### src/rtl/fft_frame_sequencer.sv
// rtl/fft_frame_sequencer.sv - frame-level controller for a streaming SDF FFT core
module fft_frame_sequencer #(
    parameter int N            = 1024,
    parameter int N_LOG2       = 10,
    parameter int INPUT_WIDTH  = 14,
    parameter int OUTPUT_WIDTH = 25,
    parameter int ARM_CYCLES   = 2,
    parameter int TIMEOUT      = 4096
) (
    input  logic                    clk_i,
    input  logic                    rst_n,
    input  logic                    start_i,
    input  logic [7:0]              frames_i,
    input  logic                    abort_i,
    output logic                    busy_o,
    output logic                    done_o,
    output logic [1:0]              err_o,
    input  logic                    s_valid_i,
    output logic                    s_ready_o,
    input  logic [INPUT_WIDTH-1:0]  s_re_i,
    input  logic [INPUT_WIDTH-1:0]  s_im_i,
    output logic                    fft_rst_n_o,
    output logic [INPUT_WIDTH-1:0]  fft_re_o,
    output logic [INPUT_WIDTH-1:0]  fft_im_o,
    input  logic                    fft_sync_i,
    input  logic [N_LOG2-1:0]       fft_ctr_i,
    input  logic [OUTPUT_WIDTH-1:0] fft_re_i,
    input  logic [OUTPUT_WIDTH-1:0] fft_im_i,
    output logic                    res_valid_o,
    output logic                    res_last_o,
    output logic [N_LOG2-1:0]       res_bin_o,
    output logic [OUTPUT_WIDTH-1:0] res_re_o,
    output logic [OUTPUT_WIDTH-1:0] res_im_o
);

    // Sample/capture counters carry one extra bit so N itself is representable.
    localparam int CW = N_LOG2 + 1;
    localparam int AW = (ARM_CYCLES > 1) ? $clog2(ARM_CYCLES) : 1;
    localparam int TW = $clog2(TIMEOUT + 1);

    typedef enum logic [2:0] {
        S_IDLE,
        S_ARM,
        S_LOAD,
        S_DRAIN,
        S_UNLOAD,
        S_DONE
    } state_t;

    state_t        state;
    state_t        state_nxt;
    logic [AW-1:0] arm_cnt;
    logic [CW-1:0] smp_cnt;
    logic [CW-1:0] cap_cnt;
    logic [TW-1:0] tmo_cnt;
    logic [7:0]    frames_left;

    logic start_ok;
    logic arm_end;
    logic load_end;
    logic capture;
    logic cap_last;
    logic timeout;

    assign start_ok = (state == S_IDLE) && start_i;
    assign arm_end  = (arm_cnt == AW'(ARM_CYCLES - 1));
    assign load_end = (smp_cnt == CW'(N - 1));
    // Abort suppresses the capture on the same edge so no result leaks out.
    assign capture  = ((state == S_DRAIN) || (state == S_UNLOAD)) && fft_sync_i && !abort_i;
    assign cap_last = capture && (cap_cnt == CW'(N - 1));
    assign timeout  = (state == S_DRAIN) && !fft_sync_i && (tmo_cnt == TW'(TIMEOUT - 1));

    // State register.
    always_ff @(posedge clk_i) begin
        if (!rst_n) begin
            state <= S_IDLE;
        end else begin
            state <= state_nxt;
        end
    end

    // Next-state decode; abort overrides every other transition.
    always_comb begin
        state_nxt = state;
        case (state)
            S_IDLE:   if (start_i) state_nxt = S_ARM;
            S_ARM:    if (arm_end) state_nxt = S_LOAD;
            S_LOAD:   if (load_end) state_nxt = S_DRAIN;
            S_DRAIN: begin
                if (fft_sync_i) begin
                    state_nxt = S_UNLOAD;
                end else if (timeout) begin
                    state_nxt = S_IDLE;
                end
            end
            S_UNLOAD: begin
                if (cap_last) begin
                    state_nxt = (frames_left <= 8'd1) ? S_DONE : S_ARM;
                end
            end
            S_DONE:   state_nxt = S_IDLE;
            default:  state_nxt = S_IDLE;
        endcase
        if (abort_i && (state != S_IDLE)) begin
            state_nxt = S_IDLE;
        end
    end

    // Phase counters: arm hold, load samples, drain timeout, bin captures.
    always_ff @(posedge clk_i) begin
        if (!rst_n) begin
            arm_cnt <= '0;
            smp_cnt <= '0;
            tmo_cnt <= '0;
            cap_cnt <= '0;
        end else begin
            arm_cnt <= ((state == S_ARM) && !arm_end) ? arm_cnt + 1'b1 : '0;
            smp_cnt <= ((state == S_LOAD) && !load_end) ? smp_cnt + 1'b1 : '0;
            tmo_cnt <= (state == S_DRAIN) ? tmo_cnt + 1'b1 : '0;
            if (capture) begin
                cap_cnt <= cap_last ? '0 : cap_cnt + 1'b1;
            end else if ((state == S_IDLE) || (state == S_ARM)) begin
                cap_cnt <= '0;
            end
        end
    end

    // Frame count latched on start (0 means one frame), decremented per finished frame.
    always_ff @(posedge clk_i) begin
        if (!rst_n) begin
            frames_left <= '0;
        end else if (start_ok) begin
            frames_left <= (frames_i == 8'd0) ? 8'd1 : frames_i;
        end else if ((state == S_UNLOAD) && cap_last) begin
            frames_left <= frames_left - 8'd1;
        end
    end

    // Sticky error flags, cleared only by an accepted start.
    always_ff @(posedge clk_i) begin
        if (!rst_n) begin
            err_o <= '0;
        end else if (start_ok) begin
            err_o <= '0;
        end else begin
            if ((state == S_LOAD) && !s_valid_i) begin
                err_o[0] <= 1'b1;
            end
            if (timeout && !abort_i) begin
                err_o[1] <= 1'b1;
            end
        end
    end

    // Status and core control decoded from the next state so they switch with it.
    always_ff @(posedge clk_i) begin
        if (!rst_n) begin
            busy_o      <= 1'b0;
            done_o      <= 1'b0;
            s_ready_o   <= 1'b0;
            fft_rst_n_o <= 1'b0;
        end else begin
            busy_o      <= (state_nxt != S_IDLE);
            done_o      <= (state_nxt == S_DONE);
            s_ready_o   <= (state_nxt == S_LOAD);
            fft_rst_n_o <= (state_nxt == S_LOAD) || (state_nxt == S_DRAIN) ||
                           (state_nxt == S_UNLOAD);
        end
    end

    // Core input: one sample per LOAD cycle, zeros on underrun and outside LOAD.
    always_ff @(posedge clk_i) begin
        if (!rst_n) begin
            fft_re_o <= '0;
            fft_im_o <= '0;
        end else if ((state == S_LOAD) && s_valid_i) begin
            fft_re_o <= s_re_i;
            fft_im_o <= s_im_i;
        end else begin
            fft_re_o <= '0;
            fft_im_o <= '0;
        end
    end

    // Result capture: registered copy of the core output on every captured sync.
    always_ff @(posedge clk_i) begin
        if (!rst_n) begin
            res_valid_o <= 1'b0;
            res_last_o  <= 1'b0;
            res_bin_o   <= '0;
            res_re_o    <= '0;
            res_im_o    <= '0;
        end else begin
            res_valid_o <= capture;
            res_last_o  <= cap_last;
            if (capture) begin
                res_bin_o <= fft_ctr_i;
                res_re_o  <= fft_re_i;
                res_im_o  <= fft_im_i;
            end
        end
    end

endmodule

### config.mk
export PLATFORM = sky130hd
export DESIGN_NAME = fft_frame_sequencer
export DESIGN_NICKNAME = d
export VERILOG_FILES = /design/src/rtl/fft_frame_sequencer.sv
export SDC_FILE = /design/constraint.sdc
export NUM_CORES = 1
export LEC_CHECK = 0
export ABC_CLOCK_PERIOD_IN_PS = 3950
export CAP_MARGIN = 5
export CORE_MARGIN = 2
export CORE_UTILIZATION = 40
export CTS_BUF_LIST = sky130_fd_sc_hd__clkbuf_8
export DETAILED_ROUTE_END_ITERATION = 7
export PLACE_DENSITY = 0.76
export SKIP_CTS_REPAIR_TIMING = 1
export SYNTH_ARGS = -nofsm -noshare
export SYNTH_HDL_FRONTEND = slang
export SYNTH_SLANG_ARGS = --single-unit
### constraint.sdc
create_clock -name clk_i -period 3.95 [get_ports clk_i]
set_input_delay 0.9875 -clock clk_i [delete_from_list [all_inputs] [get_ports clk_i]]
set_output_delay 0.9875 -clock clk_i [all_outputs]
set_load 0.01 [all_outputs]
==> run metrics <==
layout cells sized above 1=roughly 5.8%; port bufs=between 150 and 200; Ports=~200; net count after synthesis=728; Top FF cell, synth=dfxtp_1; number of synthesized register bits=roughly 140; critical path's largest stage delay=610 ps; Place WS=between 600 and 700 ps; clock share of power=between 40% and 50%; Power Density=365 nW/um^2; fin crit share=~72%; Mapped Avg Cell Area=around 8.6 sq um; Worst path top cell family by delay=buffers and inverters; via/cell ratio=between 4 and 5; largest net degree at the start of global routing=42; starting DRC count in detailed routing=between 200 and 250; maxcap violations=0; status=complete, no violations; DP Wirelength=approximately 10 mm; GRT Residual Overflow=0; Critical Path AT=3220 ps; Internal Power=between 2 and 2.5 mW; switching pwr=roughly 0.67 mW; clk buf depth=2; fmax=about 0.35 GHz; HP Start=res_im_o[14]; RSZ-0062 raised after global routing=false; clock sink count=about 140; Reg clk slew, reported paths=around 80 ps; core footprint=roughly 13000 sq um; Die Footprint=14200 sq um; first-pass GRT wire length=22.4 mm; maximum vdd drop=0.274 mV; Mapped Cells=between 600 and 700; gpl congestion=between 0.7 and 0.8; Final Worst Setup Slack=1100 ps; final period demand of the worst path=2850 ps; buffer and inverter count on the worst path=2; post-synth top area cell=dfxtp_1; max-slew violations=0; Area Growth Syn to Fin=48.1%; WHS=around 450 ps; Hold WC Path Type=flop to flop; clock skew=around 11 ps; Mapped Area=about 5300 sq um; Worst-Margin Slew=about 950 ps; clk_lat worst skew=between 400 and 500 ps; crit path from=fft_sync_i; Slew HR=36.5%; Async SR Flop Fraction=0%; largest cells by area after synthesis=dfxtp_1, nand2_1, a21oi_1, and2_1, nor2_1; Synth top area share=a little over half; most instantiated cells after synthesis=dfxtp_1, nand2_1, a21oi_1; DRT Pass-1 Iters=5; Die Height=roughly 120 microns; top-count cell post-synth=dfxtp_1; n_diodes=0; Design Power=roughly 2.9 mW; Leak=roughly 2.7 nW; kind of critical path=input port to flop; Sw Share=between 20% and 30%; vias in the first global route=about 4.7k; Fin. Hold Viols=0; Reg power frac=51.0%; sequential area share after synthesis=a little over half; Worst path slowest cell=clkdlybuf4s50_1; worst path cell trace=clkdlybuf4s50_1, nor2b_1, o21ai_4, buf_4, or3_1, a21oi_1; Setup TNS=0 ps; CP Capture Type=flop; routed wire length=between 10 and 15 mm; num rows=42; post-route ant nets=0; total CTS buffers=17; wire length per cell=around 14 microns; Nets=about 920; CTS root buf=clkbuf_8; Worst Path Max Fanout=38; synth warn=0; R2R Path Start=state[2]; Tot GR Track Use=between 10% and 20%; number of remaining DRC errors=0; EDFF count, synth=0; combinational power share=roughly 6.7%; initial antenna violation count=0; CTS tree=done; endpoints failing setup=0; Worst Path Required=between 4000 and 5000 ps; Netlist cell types=54; H-tree depth=4; die width=between 100 and 150 microns; via count=4908; Starting Density=roughly two fifths; Critical Path Start Type=input port
[placed cells by master, fill, tap and decap left out, types with 8 or more instances in the layout]
cell and count:
and2_1 31, inv_1 11, nor2_1 45, clkbuf_8 17, dfxtp_1 143, xor2_1 10, nand3_1 16, a21oi_1 77
nor3_1 10, clkdlybuf4s50_1 197, nand2_1 141, xnor2_1 8, o21ai_0 15
[worst register-to-register path, stage by stage (launching register included)]
cell and delay [ps]:
dfxtp_1 540, and3b_1 300, o21ai_4 760, buf_4 470
nor2_1 90, o21ai_0 170, a21oi_1 80
[layer usage]
layer / part of all wire [%] / wire, microns / vias to the layer above / GRT usage, %
met5: 0 / 0 / - / 0
met4: 1.4 / 195 / 0 / 8.11
met3: 8.1 / 1130 / 16 / 7.66
met2: 50 / 7030 / 167 / 33.1
met1: 40 / 5600 / 2252 / 22.2
li1: - / - / 2473 / -
[stage by stage]
stage,instances,utilization (%),instance area (sq um)
2_1_floorplan,621,-,5320
3_3_place_gp,968,56.9,7450
3_5_place_dp,968,56.9,7450
4_1_cts,1000,60.1,7870
5_1_grt,1000,60.1,7870
6_report,1000,60.1,7870
[area by class of cell]
class	instances	area (sq um)
Tap cell	176	220
Timing Repair Buffer	203	2030
Sequential cell	143	2860
Multi-Input combinational cell	435	2300
Fill cell	1144	5220
Clock buffer	17	234
Inverter	11	41.3
Clock inverter	15	185
[sequential cells by signal, indices dropped and copies added (netlist names), 2 cells and up]
| signal | cells |
|---|---|
| tmo_cnt | 13 |
| frames_left | 8 |
| res_re_o | 25 |
| res_bin_o | 10 |
| fft_im_o | 14 |
| state | 3 |
| smp_cnt | 11 |
| res_im_o | 25 |
| fft_re_o | 14 |
| cap_cnt | 11 |
| err_o | 2 |
[logic make-up after synthesis]
family                   Yosys count  synth area share, %
adder cells (fa/ha/maj)            5                 1.18
buffers and inverters             43                 3.27
AND/OR/NAND/NOR                  290                 25.7
flip-flops                       143                 53.9
AO/OA/AOI/OAI                    121                 12.8
XOR/XNOR                          18                 2.97
multiplexers                       1                0.188
[power by group through the flow]
stage	registers (mW)	clock network [mW]	logic [mW]
4_1_cts	1.47	1.26	0.193
3_5_place_dp	1.50	0	0.192
3_3_place_gp	1.50	0	0.188
2_1_floorplan	1.50	0	0.0660
6_report	1.47	1.22	0.193
5_1_grt	1.47	1.31	0.209
[final timing paths]
path                                     end  slack (ps)  cells past startpoint
worst min register to register  res_im_o[14]         450                      2
worst min-delay path            res_im_o[14]         450                      2
worst max-delay path              cap_cnt[4]        1100                      6
worst max register to register    cap_cnt[4]        1420                      6
(Power assumes the default switching activity.)
